[config.mk]
export PLATFORM = sky130hd
export DESIGN_NAME = car_motion_sequencer_flat
export DESIGN_NICKNAME = d
export VERILOG_FILES = /design/src/rtl/elevator_pkg.sv /design/src/rtl/car_motion_sequencer_if.sv /design/src/rtl/timer_count.sv /design/src/rtl/car_motion_sequencer.sv /design/src/flat_wrapper.sv
export SDC_FILE = /design/constraint.sdc
export NUM_CORES = 1
export LEC_CHECK = 0
export CORE_ASPECT_RATIO = 1.25
export CORE_MARGIN = 3
export CORE_UTILIZATION = 43
export CTS_BUF_LIST = sky130_fd_sc_hd__clkbuf_4
export DETAILED_ROUTE_END_ITERATION = 6
export PLACE_DENSITY = 0.7
export SLEW_MARGIN = 20
export SYNTH_ARGS = -nofsm -noshare
export SYNTH_HDL_FRONTEND = slang
export SYNTH_HIERARCHICAL = 1
export SYNTH_SLANG_ARGS = --single-unit
export TNS_END_PERCENT = 100
[constraint.sdc]
create_clock -name clk -period 8.9 [get_ports clk]
set_input_delay 1.78 -clock clk [delete_from_list [all_inputs] [get_ports clk]]
set_output_delay 1.78 -clock clk [all_outputs]
set_load 0.05 [all_outputs]
[src/rtl/elevator_pkg.sv]
// Shared constants for the elevator car sequencer.
//   NUM_FLOORS / FLOOR_W / TOP_FLOOR : building geometry (8 floors, 3-bit index)
//   DIR_UP / DIR_DOWN                : travel direction encoding
//   IDLE / MOVE / ARRIVE / DOOR      : sequencer state encoding
//   next_floor()                     : one-floor step in a given direction
package elevator_pkg;

   localparam int unsigned NUM_FLOORS = 8;
   localparam int unsigned FLOOR_W    = 3;
   localparam logic [FLOOR_W-1:0] TOP_FLOOR = 3'd7;

   localparam logic DIR_UP   = 1'b1;
   localparam logic DIR_DOWN = 1'b0;

   typedef logic [1:0] state_t;
   localparam state_t IDLE   = 2'd0;
   localparam state_t MOVE   = 2'd1;
   localparam state_t ARRIVE = 2'd2;
   localparam state_t DOOR   = 2'd3;

   // 3-bit step; callers guarantee no step is taken past either end stop.
   function automatic logic [FLOOR_W-1:0] next_floor(input logic [FLOOR_W-1:0] f,
                                                     input logic dir);
      return (dir == DIR_UP) ? f + 3'd1 : f - 3'd1;
   endfunction

endpackage

[src/rtl/car_motion_sequencer_if.sv]
// Bundle between the elevator controller and the car motion sequencer.
//   master : controller side, drives requests/calls/door_hold, observes car status
//   slave  : sequencer side, consumes requests, reports floor/motion/door status
interface car_motion_sequencer_if;
   import elevator_pkg::*;

   logic                  should_move;
   logic                  direction;
   logic [NUM_FLOORS-1:0] call_inside;
   logic [NUM_FLOORS-1:0] call_up;
   logic [NUM_FLOORS-1:0] call_down;
   logic                  door_hold;
   logic [FLOOR_W-1:0]    cur_floor;
   logic                  floor_reached;
   logic                  moving;
   logic                  door_open;
   logic                  travel_dir;

   modport master (
      output should_move, direction, call_inside, call_up, call_down, door_hold,
      input  cur_floor, floor_reached, moving, door_open, travel_dir
   );

   modport slave (
      input  should_move, direction, call_inside, call_up, call_down, door_hold,
      output cur_floor, floor_reached, moving, door_open, travel_dir
   );

endinterface

[src/rtl/timer_count.sv]
// Loadable down-counter with a zero flag.
//   clk, reset : clock and synchronous active-high reset (count cleared to 0)
//   load       : load load_val on the next edge (wins over en)
//   en         : decrement by one per edge, saturating at 0
//   zero       : count is currently 0
module timer_count #(
   parameter int unsigned WIDTH = 4
) (
   input  logic             clk,
   input  logic             reset,
   input  logic             load,
   input  logic [WIDTH-1:0] load_val,
   input  logic             en,
   output logic             zero
);

   logic [WIDTH-1:0] count_q;

   always_ff @(posedge clk) begin
      if (reset) begin
         count_q <= '0;
      end else if (load) begin
         count_q <= load_val;
      end else if (en && (count_q != '0)) begin
         count_q <= count_q - 1'b1;
      end
   end

   assign zero = (count_q == '0);

endmodule

[src/rtl/car_motion_sequencer.sv]
// Motion and door sequencer for the elevator car.
//   clk, reset : system clock, synchronous active-high reset
//   bus        : slave side of car_motion_sequencer_if
//                in : should_move, direction, call_inside/up/down, door_hold
//                out: cur_floor, floor_reached (ARRIVE pulse), moving, door_open,
//                     travel_dir
// All outputs are registered or decoded from state only.
module car_motion_sequencer
   import elevator_pkg::*;
#(
   parameter int unsigned TRAVEL_CYCLES = 16,
   parameter int unsigned DOOR_CYCLES   = 32,
   parameter int unsigned RESET_FLOOR   = 0
) (
   input  logic                 clk,
   input  logic                 reset,
   car_motion_sequencer_if.slave bus
);

   localparam int unsigned TMAX = (TRAVEL_CYCLES > DOOR_CYCLES) ? TRAVEL_CYCLES : DOOR_CYCLES;
   localparam int unsigned TW   = $clog2(TMAX);

   state_t             state_q, state_d;
   logic [FLOOR_W-1:0] floor_q, floor_d;
   logic               dir_q, dir_d;

   logic travel_load, travel_en, travel_zero;
   logic door_load, door_en, door_zero;

   logic [FLOOR_W-1:0] nf;
   logic               here_call, stop_at_nf, door_call, blocked;

   timer_count #(.WIDTH(TW)) u_travel_timer (
      .clk      (clk),
      .reset    (reset),
      .load     (travel_load),
      .load_val (TW'(TRAVEL_CYCLES - 1)),
      .en       (travel_en),
      .zero     (travel_zero)
   );

   timer_count #(.WIDTH(TW)) u_door_timer (
      .clk      (clk),
      .reset    (reset),
      .load     (door_load),
      .load_val (TW'(DOOR_CYCLES - 1)),
      .en       (door_en),
      .zero     (door_zero)
   );

   always_comb begin
      nf         = next_floor(floor_q, dir_q);
      here_call  = bus.call_inside[floor_q] | bus.call_up[floor_q] | bus.call_down[floor_q];
      // Opposite-direction hall calls do not stop a passing car.
      stop_at_nf = bus.call_inside[nf]
                 | ((dir_q == DIR_UP)   && bus.call_up[nf])
                 | ((dir_q == DIR_DOWN) && bus.call_down[nf])
                 | ((dir_q == DIR_UP)   && (nf == TOP_FLOOR))
                 | ((dir_q == DIR_DOWN) && (nf == '0));
      door_call  = bus.call_inside[floor_q]
                 | ((dir_q == DIR_UP)   && bus.call_up[floor_q])
                 | ((dir_q == DIR_DOWN) && bus.call_down[floor_q]);
      blocked    = ((bus.direction == DIR_UP)   && (floor_q == TOP_FLOOR))
                 | ((bus.direction == DIR_DOWN) && (floor_q == '0));
   end

   always_comb begin
      state_d     = state_q;
      floor_d     = floor_q;
      dir_d       = dir_q;
      travel_load = 1'b0;
      travel_en   = 1'b0;
      door_load   = 1'b0;
      door_en     = 1'b0;
      case (state_q)
         IDLE: begin
            if (here_call) begin
               state_d = ARRIVE;
            end else if (bus.should_move && !blocked) begin
               state_d     = MOVE;
               dir_d       = bus.direction;
               travel_load = 1'b1;
            end
         end
         MOVE: begin
            if (travel_zero) begin
               floor_d = nf;
               if (stop_at_nf) begin
                  state_d = ARRIVE;
               end else begin
                  travel_load = 1'b1;
               end
            end else begin
               travel_en = 1'b1;
            end
         end
         ARRIVE: begin
            door_load = 1'b1;
            state_d   = DOOR;
         end
         DOOR: begin
            if (door_call) begin
               // Re-arrive so the new call is cleared; ARRIVE reloads the timer.
               state_d   = ARRIVE;
               door_load = 1'b1;
            end else if (bus.door_hold) begin
               door_load = 1'b1;
            end else if (door_zero) begin
               state_d = IDLE;
            end else begin
               door_en = 1'b1;
            end
         end
         default: state_d = IDLE;
      endcase
   end

   always_ff @(posedge clk) begin
      if (reset) begin
         state_q <= IDLE;
         floor_q <= FLOOR_W'(RESET_FLOOR);
         dir_q   <= DIR_UP;
      end else begin
         state_q <= state_d;
         floor_q <= floor_d;
         dir_q   <= dir_d;
      end
   end

   assign bus.cur_floor     = floor_q;
   assign bus.travel_dir    = dir_q;
   assign bus.moving        = (state_q == MOVE);
   assign bus.door_open     = (state_q == DOOR);
   assign bus.floor_reached = (state_q == ARRIVE);

endmodule

[src/flat_wrapper.sv]
// flat-port wrapper written by rule: the top's interface ports become plain ports
module car_motion_sequencer_flat import elevator_pkg::*;
#(
   parameter int unsigned TRAVEL_CYCLES = 16,
   parameter int unsigned DOOR_CYCLES   = 32,
   parameter int unsigned RESET_FLOOR   = 0
)
  (clk, reset, bus_should_move, bus_direction, bus_call_inside, bus_call_up, bus_call_down, bus_door_hold, bus_cur_floor, bus_floor_reached, bus_moving, bus_door_open, bus_travel_dir);
  car_motion_sequencer_if bus_i ();
  input  logic clk;
  input  logic reset;
  input wire logic [$bits(bus_i.should_move)-1:0] bus_should_move;
  input wire logic [$bits(bus_i.direction)-1:0] bus_direction;
  input wire logic [$bits(bus_i.call_inside)-1:0] bus_call_inside;
  input wire logic [$bits(bus_i.call_up)-1:0] bus_call_up;
  input wire logic [$bits(bus_i.call_down)-1:0] bus_call_down;
  input wire logic [$bits(bus_i.door_hold)-1:0] bus_door_hold;
  output wire logic [$bits(bus_i.cur_floor)-1:0] bus_cur_floor;
  output wire logic [$bits(bus_i.floor_reached)-1:0] bus_floor_reached;
  output wire logic [$bits(bus_i.moving)-1:0] bus_moving;
  output wire logic [$bits(bus_i.door_open)-1:0] bus_door_open;
  output wire logic [$bits(bus_i.travel_dir)-1:0] bus_travel_dir;
  assign bus_i.should_move = bus_should_move;
  assign bus_i.direction = bus_direction;
  assign bus_i.call_inside = bus_call_inside;
  assign bus_i.call_up = bus_call_up;
  assign bus_i.call_down = bus_call_down;
  assign bus_i.door_hold = bus_door_hold;
  assign bus_cur_floor = bus_i.cur_floor;
  assign bus_floor_reached = bus_i.floor_reached;
  assign bus_moving = bus_i.moving;
  assign bus_door_open = bus_i.door_open;
  assign bus_travel_dir = bus_i.travel_dir;
  car_motion_sequencer #(.TRAVEL_CYCLES(TRAVEL_CYCLES), .DOOR_CYCLES(DOOR_CYCLES), .RESET_FLOOR(RESET_FLOOR)) u_core (.clk(clk), .reset(reset), .bus(bus_i));
endmodule
# Word-level counts from Yosys, hierarchy flattened

Index checks and enable logic that the tools add are counted.

Input port bits: 29
Memory bits (read-only): 0
Latch bits: 0
Bits in registers: 16
Memories kept: 0
Word-level logic and storage cells: 98
Bits in writable memories: 0
Output and inout bits: 7

Magnitude comparators: 2
Bitwise gates (word level): 12
Mux-type cells: 39
Shift operators: 0
Reduce and logical (&&, ||, !) cells: 25
Eq/ne operators: 10
Add/sub/neg operators: 4
Divide/modulo/power cells: 0
Multipliers: 0

Operator list:

| operator                                                                      | count |
|---|---|
| 1-bit binary-select mux with 3-bit select                                     | 6 |
| 1-bit two-way mux                                                             | 18 |
| 2-bit two-way mux                                                             | 7 |
| 1-bit logical AND                                                             | 11 |
| 5-bit logical NOT                                                             | 2 |
| 5-bit two-way mux                                                             | 2 |
| 5-bit nonzero test                                                            | 2 |
| 5-bit by 1-bit subtractor with 5-bit output (second input constant)           | 2 |
| 1-bit OR                                                                      | 9 |
| 3-bit by 4-bit less-than comparator with 1-bit output (second input constant) | 2 |
| 4-bit two-way mux                                                             | 2 |
| 2-bit one-hot mux with 4 select lines                                         | 1 |
| 3-bit equality test (second input constant)                                   | 2 |
| 3-bit logical NOT                                                             | 2 |
| 3-bit by 1-bit inequality test with 1-bit output (second input constant)      | 2 |
| 5-bit AND reduction                                                           | 1 |
| 2-bit equality test (second input constant)                                   | 2 |
| 2-bit by 1-bit inequality test with 1-bit output (second input constant)      | 2 |
| 1-bit one-hot mux with 2 select lines                                         | 2 |
| 2-bit nonzero test                                                            | 2 |
| 3-bit by 1-bit adder with 3-bit output (second input constant)                | 1 |
| 3-bit two-way mux                                                             | 1 |
| 3-bit by 2-bit inequality test with 1-bit output (second input constant)      | 1 |
| 1-bit inverter                                                                | 3 |
| other kinds (7)                                                               | 7 |

# Logic depth before layout (Yosys ltp)

Depth in word-level cells: 13
Gate-level depth with buffers: 14
Depth with buffers taken out: 11

# Hierarchy

Netlist, hierarchy kept.

Modules (own cells, without submodules):

| module               | cells each | seq. area each (sq um) | instances | area an instance (sq um) |
|---|---|---|---|---|
| car_motion_sequencer | 97         | 120.1                  | 1         | 892.1 |
| timer_count          | 37         | 100.1                  | 2         | 326.6 |

# Worst setup path before layout

Ideal clock, no wire load.

Path type: input-to-reg
Start point: in bus_call_up[7]
End point: reg u_core.u_door_timer.count_q[2]
Data required time: 8.805 ns
Stages on the path: 7
Setup slack: 4.382 ns
Path buffers: 0
Data arrival time: 4.422 ns
Library setup time: 0.095 ns
Path through: mux4_2 > mux4_2 > or2_1 > nor4_1 > nand2_1 > or3_1 > a221oi_1

Longest elaborated chain between the ends: 9
Elaborated cells on any way between the ends: 12
Those cells by class: mux: 7; bitwise: 2; reduce/logical: 3

RTL lines:

| item                                      | RTL line                    | RTL |
|---|---|---|
| start, declared                           | flat_wrapper.sv:15          | `input wire logic [$bits(bus_i.call_up)-1:0] bus_call_up;` |
| 1-bit binary-select mux with 3-bit select | car_motion_sequencer.sv:61  | `\| ((dir_q == DIR_UP) && bus.call_up[floor_q])` |
| 1-bit two-way mux (not written as such)   | car_motion_sequencer.sv:61  |  |
| 1-bit logical AND                         | car_motion_sequencer.sv:61  |  |
| 1-bit OR                                  | car_motion_sequencer.sv:61  |  |
| 1-bit OR                                  | car_motion_sequencer.sv:62  | `\| ((dir_q == DIR_DOWN) && bus.call_down[floor_q]);` |
| 1-bit two-way mux                         | car_motion_sequencer.sv:102 | `if (door_call) begin` |
| 1-bit two-way mux                         | car_motion_sequencer.sv:75  | `case (state_q)` |
| net u_core.door_en                        | car_motion_sequencer.sv:28  | `logic door_load, door_en, door_zero;` |
| 1-bit logical AND                         | timer_count.sv:24           | `end else if (en && (count_q != '0)) begin` |
| 2-bit nonzero test (no line)              | n/a                         |  |
| end signal, assigned                      | timer_count.sv:23           | `count_q <= load_val;` |
| end signal, assigned                      | timer_count.sv:25           | `count_q <= count_q - 1'b1;` |
| end, declared                             | timer_count.sv:17           | `logic [WIDTH-1:0] count_q;` |

The timed path passes the listed nets, and every way through them passes these cells. The select of a mux whose other input is x is not followed.
A chain may end at the register's enable or synchronous reset.

# Worst setup path in the final report

Start point: in bus_call_up[6]
End point: reg u_core.u_door_timer.count_q[2]

The elaborated chain is that of the path after synthesis.

==> flow_summary.toml <==
[run_status]
outcome = "complete, no violations"

[synthesis]
yosysWarnings = 6
synth_cell_type_count = 44
ys.flop_type = "dfxtp_1"
synth_edf_count = 0
synthArstFlopShare = 0
syn_area_um2 = 1550
postSynthCellCount = 171
yosysSeqAreaShare = 0.207
synth_seq_cells = 16
syn_area_per_cell_um2 = 9.04

[finish]
area_growth_pct = 25.7
diodes = 0
regArea_um2 = 320
fillerInstances = 317
post-route-util = 0.582
multiInputGateArea_um2 = 1140
drive_gt1_frac = 0.115
nets = 245
final_cell_mix = "clkdlybuf4s50_1, inv_1, dfxtp_1"
final_common_cell = "clkdlybuf4s50_1"

[die]
fp-row-count = 23
core_area_um2 = 3340
ios = 36
fp.dieArea_um2 = 4350
initial_core_util = 0.463
fp.dieW_um = 59.6
fp.dieH_um = 73.0

[drt]
wire_per_inst_um = 15.3
route.final.wire_length_um = 3770
viasPerCell = 5.93
drtIter0Drc = 83
num_vias = 1458
antenna_left = 0
first_pass_iters = 4
drc = 0

[clock_network]
cts_sinks = 16
cts_buffers = 3
htree_levels = 1
tritoncts = "built"
hold_buffers = 0
postCtsSetupRepairBufs = 0
post_cts_resize_count = 0
clk_latency_ns = 0.29
clk_pin_slew_ns = 0.10
cts_buffer_depth = 2
cts_root_buf = "clkbuf_4"

[power_and_ir_drop]
ir_drop_v = 0.0000884
power.density_nw_per_um2 = 147
p_sw_mw = 0.121
internal_power_mw = 0.165
p_sw_frac = 0.424
combPwrFrac = 0.529
pwr-share-clk = 0.142
seqPwrFrac = 0.329
p_leak_nw = 0.756

[global_route]
grt_max_degree = 22
grt-busiest-layer = "met2"
grt_antenna_before_repair = 0
grt_pass1_wl_um = 6330
grt_pass1_vias = 1325
grt-ovfl-total = 0
grt_use_met1 = 0.264
grt_use_met3 = 0.0319
track_usage = 0.184
grt_use_met2 = 0.289

[sta]
slew-limit-headroom = 0.383
fmax_mhz = 216
slew_viol_final = 0
tightest_slew_ns = 0.923
grt_setup_unrepaired = "no"
setup_viol = 0
min_period_over_period = 0.521
final.setup.tns_ns = 0
hold_viol_final = 0
finalCriticalPeriod_ns = 4.63
fin_skew_ns = 0.00227

[min_path]
worstHoldStart = "u_core/u_travel_timer/count_q[4]"
hp-class = "reg -> reg"

[worst_setup_path]
crit_type = "in -> reg"
critPathCaptureType = "register"
regToRegStartpoint = "u_core/bus.cur_floor[0]"
crit_arrival_ns = 4.82
crit_path_max_fanout = 7
cp-startpoint = "bus_call_up[6]"
required_ns = 9.08
cp-start-kind = "primary input"

[place]
portBuffers = 35
dp_hpwl_um = 2910
place.gp.congestion = 0.844

[run]
maxCapViolCount = 0
[layout make-up]
cell class,instances,share of cell area
clock buffers,3,0.0116
clock inverters,1,0.00193
inverters,16,0.0309
multi-input cells,138,0.587
flip-flops and latches,16,0.165
well taps,37,0.0238
repair buffers,35,0.180
[sequential cells by signal, summed over array words and instances (netlist names)]
| register | cells |
|---|---|
| u_core/u_travel_timer/count_q | 5 |
| u_core/u_door_timer/count_q | 5 |
| u_core/state_q | 2 |
| u_core/bus.cur_floor | 3 |
| u_core/bus.travel_dir | 1 |
[kinds of logic after synthesis]
| family | synth area share |
|---|---|
| AOI/OAI and AO/OA | 0.224 |
| DFF | 0.207 |
| xor gates and xnor gates | 0.0170 |
| muxes | 0.208 |
| other | 0.00486 |
| and+or+nand+nor | 0.206 |
| adders and majority gates | 0.0534 |
| buffers and inverters | 0.0785 |
[routing by layer]
layer,vias up,part of all wire
met5,-,0
met4,0,0.0040
met3,2,0.077
met2,46,0.47
met1,696,0.45
li1,714,-
[power groups by stage]
stage                     logic [mW]  clock network [mW]  registers, mW
after global routing           0.165              0.0475         0.0963
after CTS                      0.150              0.0419         0.0941
after global placement         0.145                   0         0.0953
after floorplan                0.120                   0         0.0923
after detailed placement       0.149                   0         0.0958
final                          0.151              0.0407         0.0943
[synth_stat cells, types with 3 or more instances]
cell type	n	area share
ha_1	5	0.040
nor2_1	15	0.036
a311oi_1	4	0.023
dfxtp_1	16	0.21
mux2_2	3	0.022
mux2i_1	13	0.084
mux4_2	7	0.10
a221oi_1	4	0.023
clkbuf_1	3	0.0073
nor2b_1	7	0.028
or3_1	3	0.012
nor3_1	5	0.016
o211ai_1	4	0.019
nand2_1	10	0.024
buf_6	3	0.022
a21oi_1	10	0.032
a311o_1	3	0.019
inv_1	16	0.039
nand3_1	3	0.0097
[through the flow]
step,cells,instance area [um^2],hold WS (ns),setup slack [ns],power (mW)
after global routing,246,1940,0.569,4.08,0.309
after detailed placement,242,1910,0.512,3.62,0.245
final,246,1940,0.532,4.27,0.286
after global placement,242,1910,0.499,3.75,0.240
after floorplan,179,1580,0.475,4.38,0.212
after CTS,246,1940,0.529,3.92,0.286
[worst max-delay path: stages]
cell             delay, ns
clkdlybuf4s50_1       0.44
mux4_2                0.48
mux4_2                0.47
or2_1                 0.28
nor4_2                0.57
nand2_1               0.17
or3_1                 0.37
a221oi_1              0.25
[path summary, 6_finish.rpt]
kind	to	slack, ns	depth (start not counted)
max	u_core/u_door_timer/count_q[2]	4.27	8
min	u_core/u_travel_timer/count_q[4]	0.53	2
max reg2reg	u_core/u_travel_timer/count_q[1]	4.61	9
min reg2reg	u_core/u_travel_timer/count_q[4]	0.53	2
No activity file was read; power rests on OpenSTA's default activity.
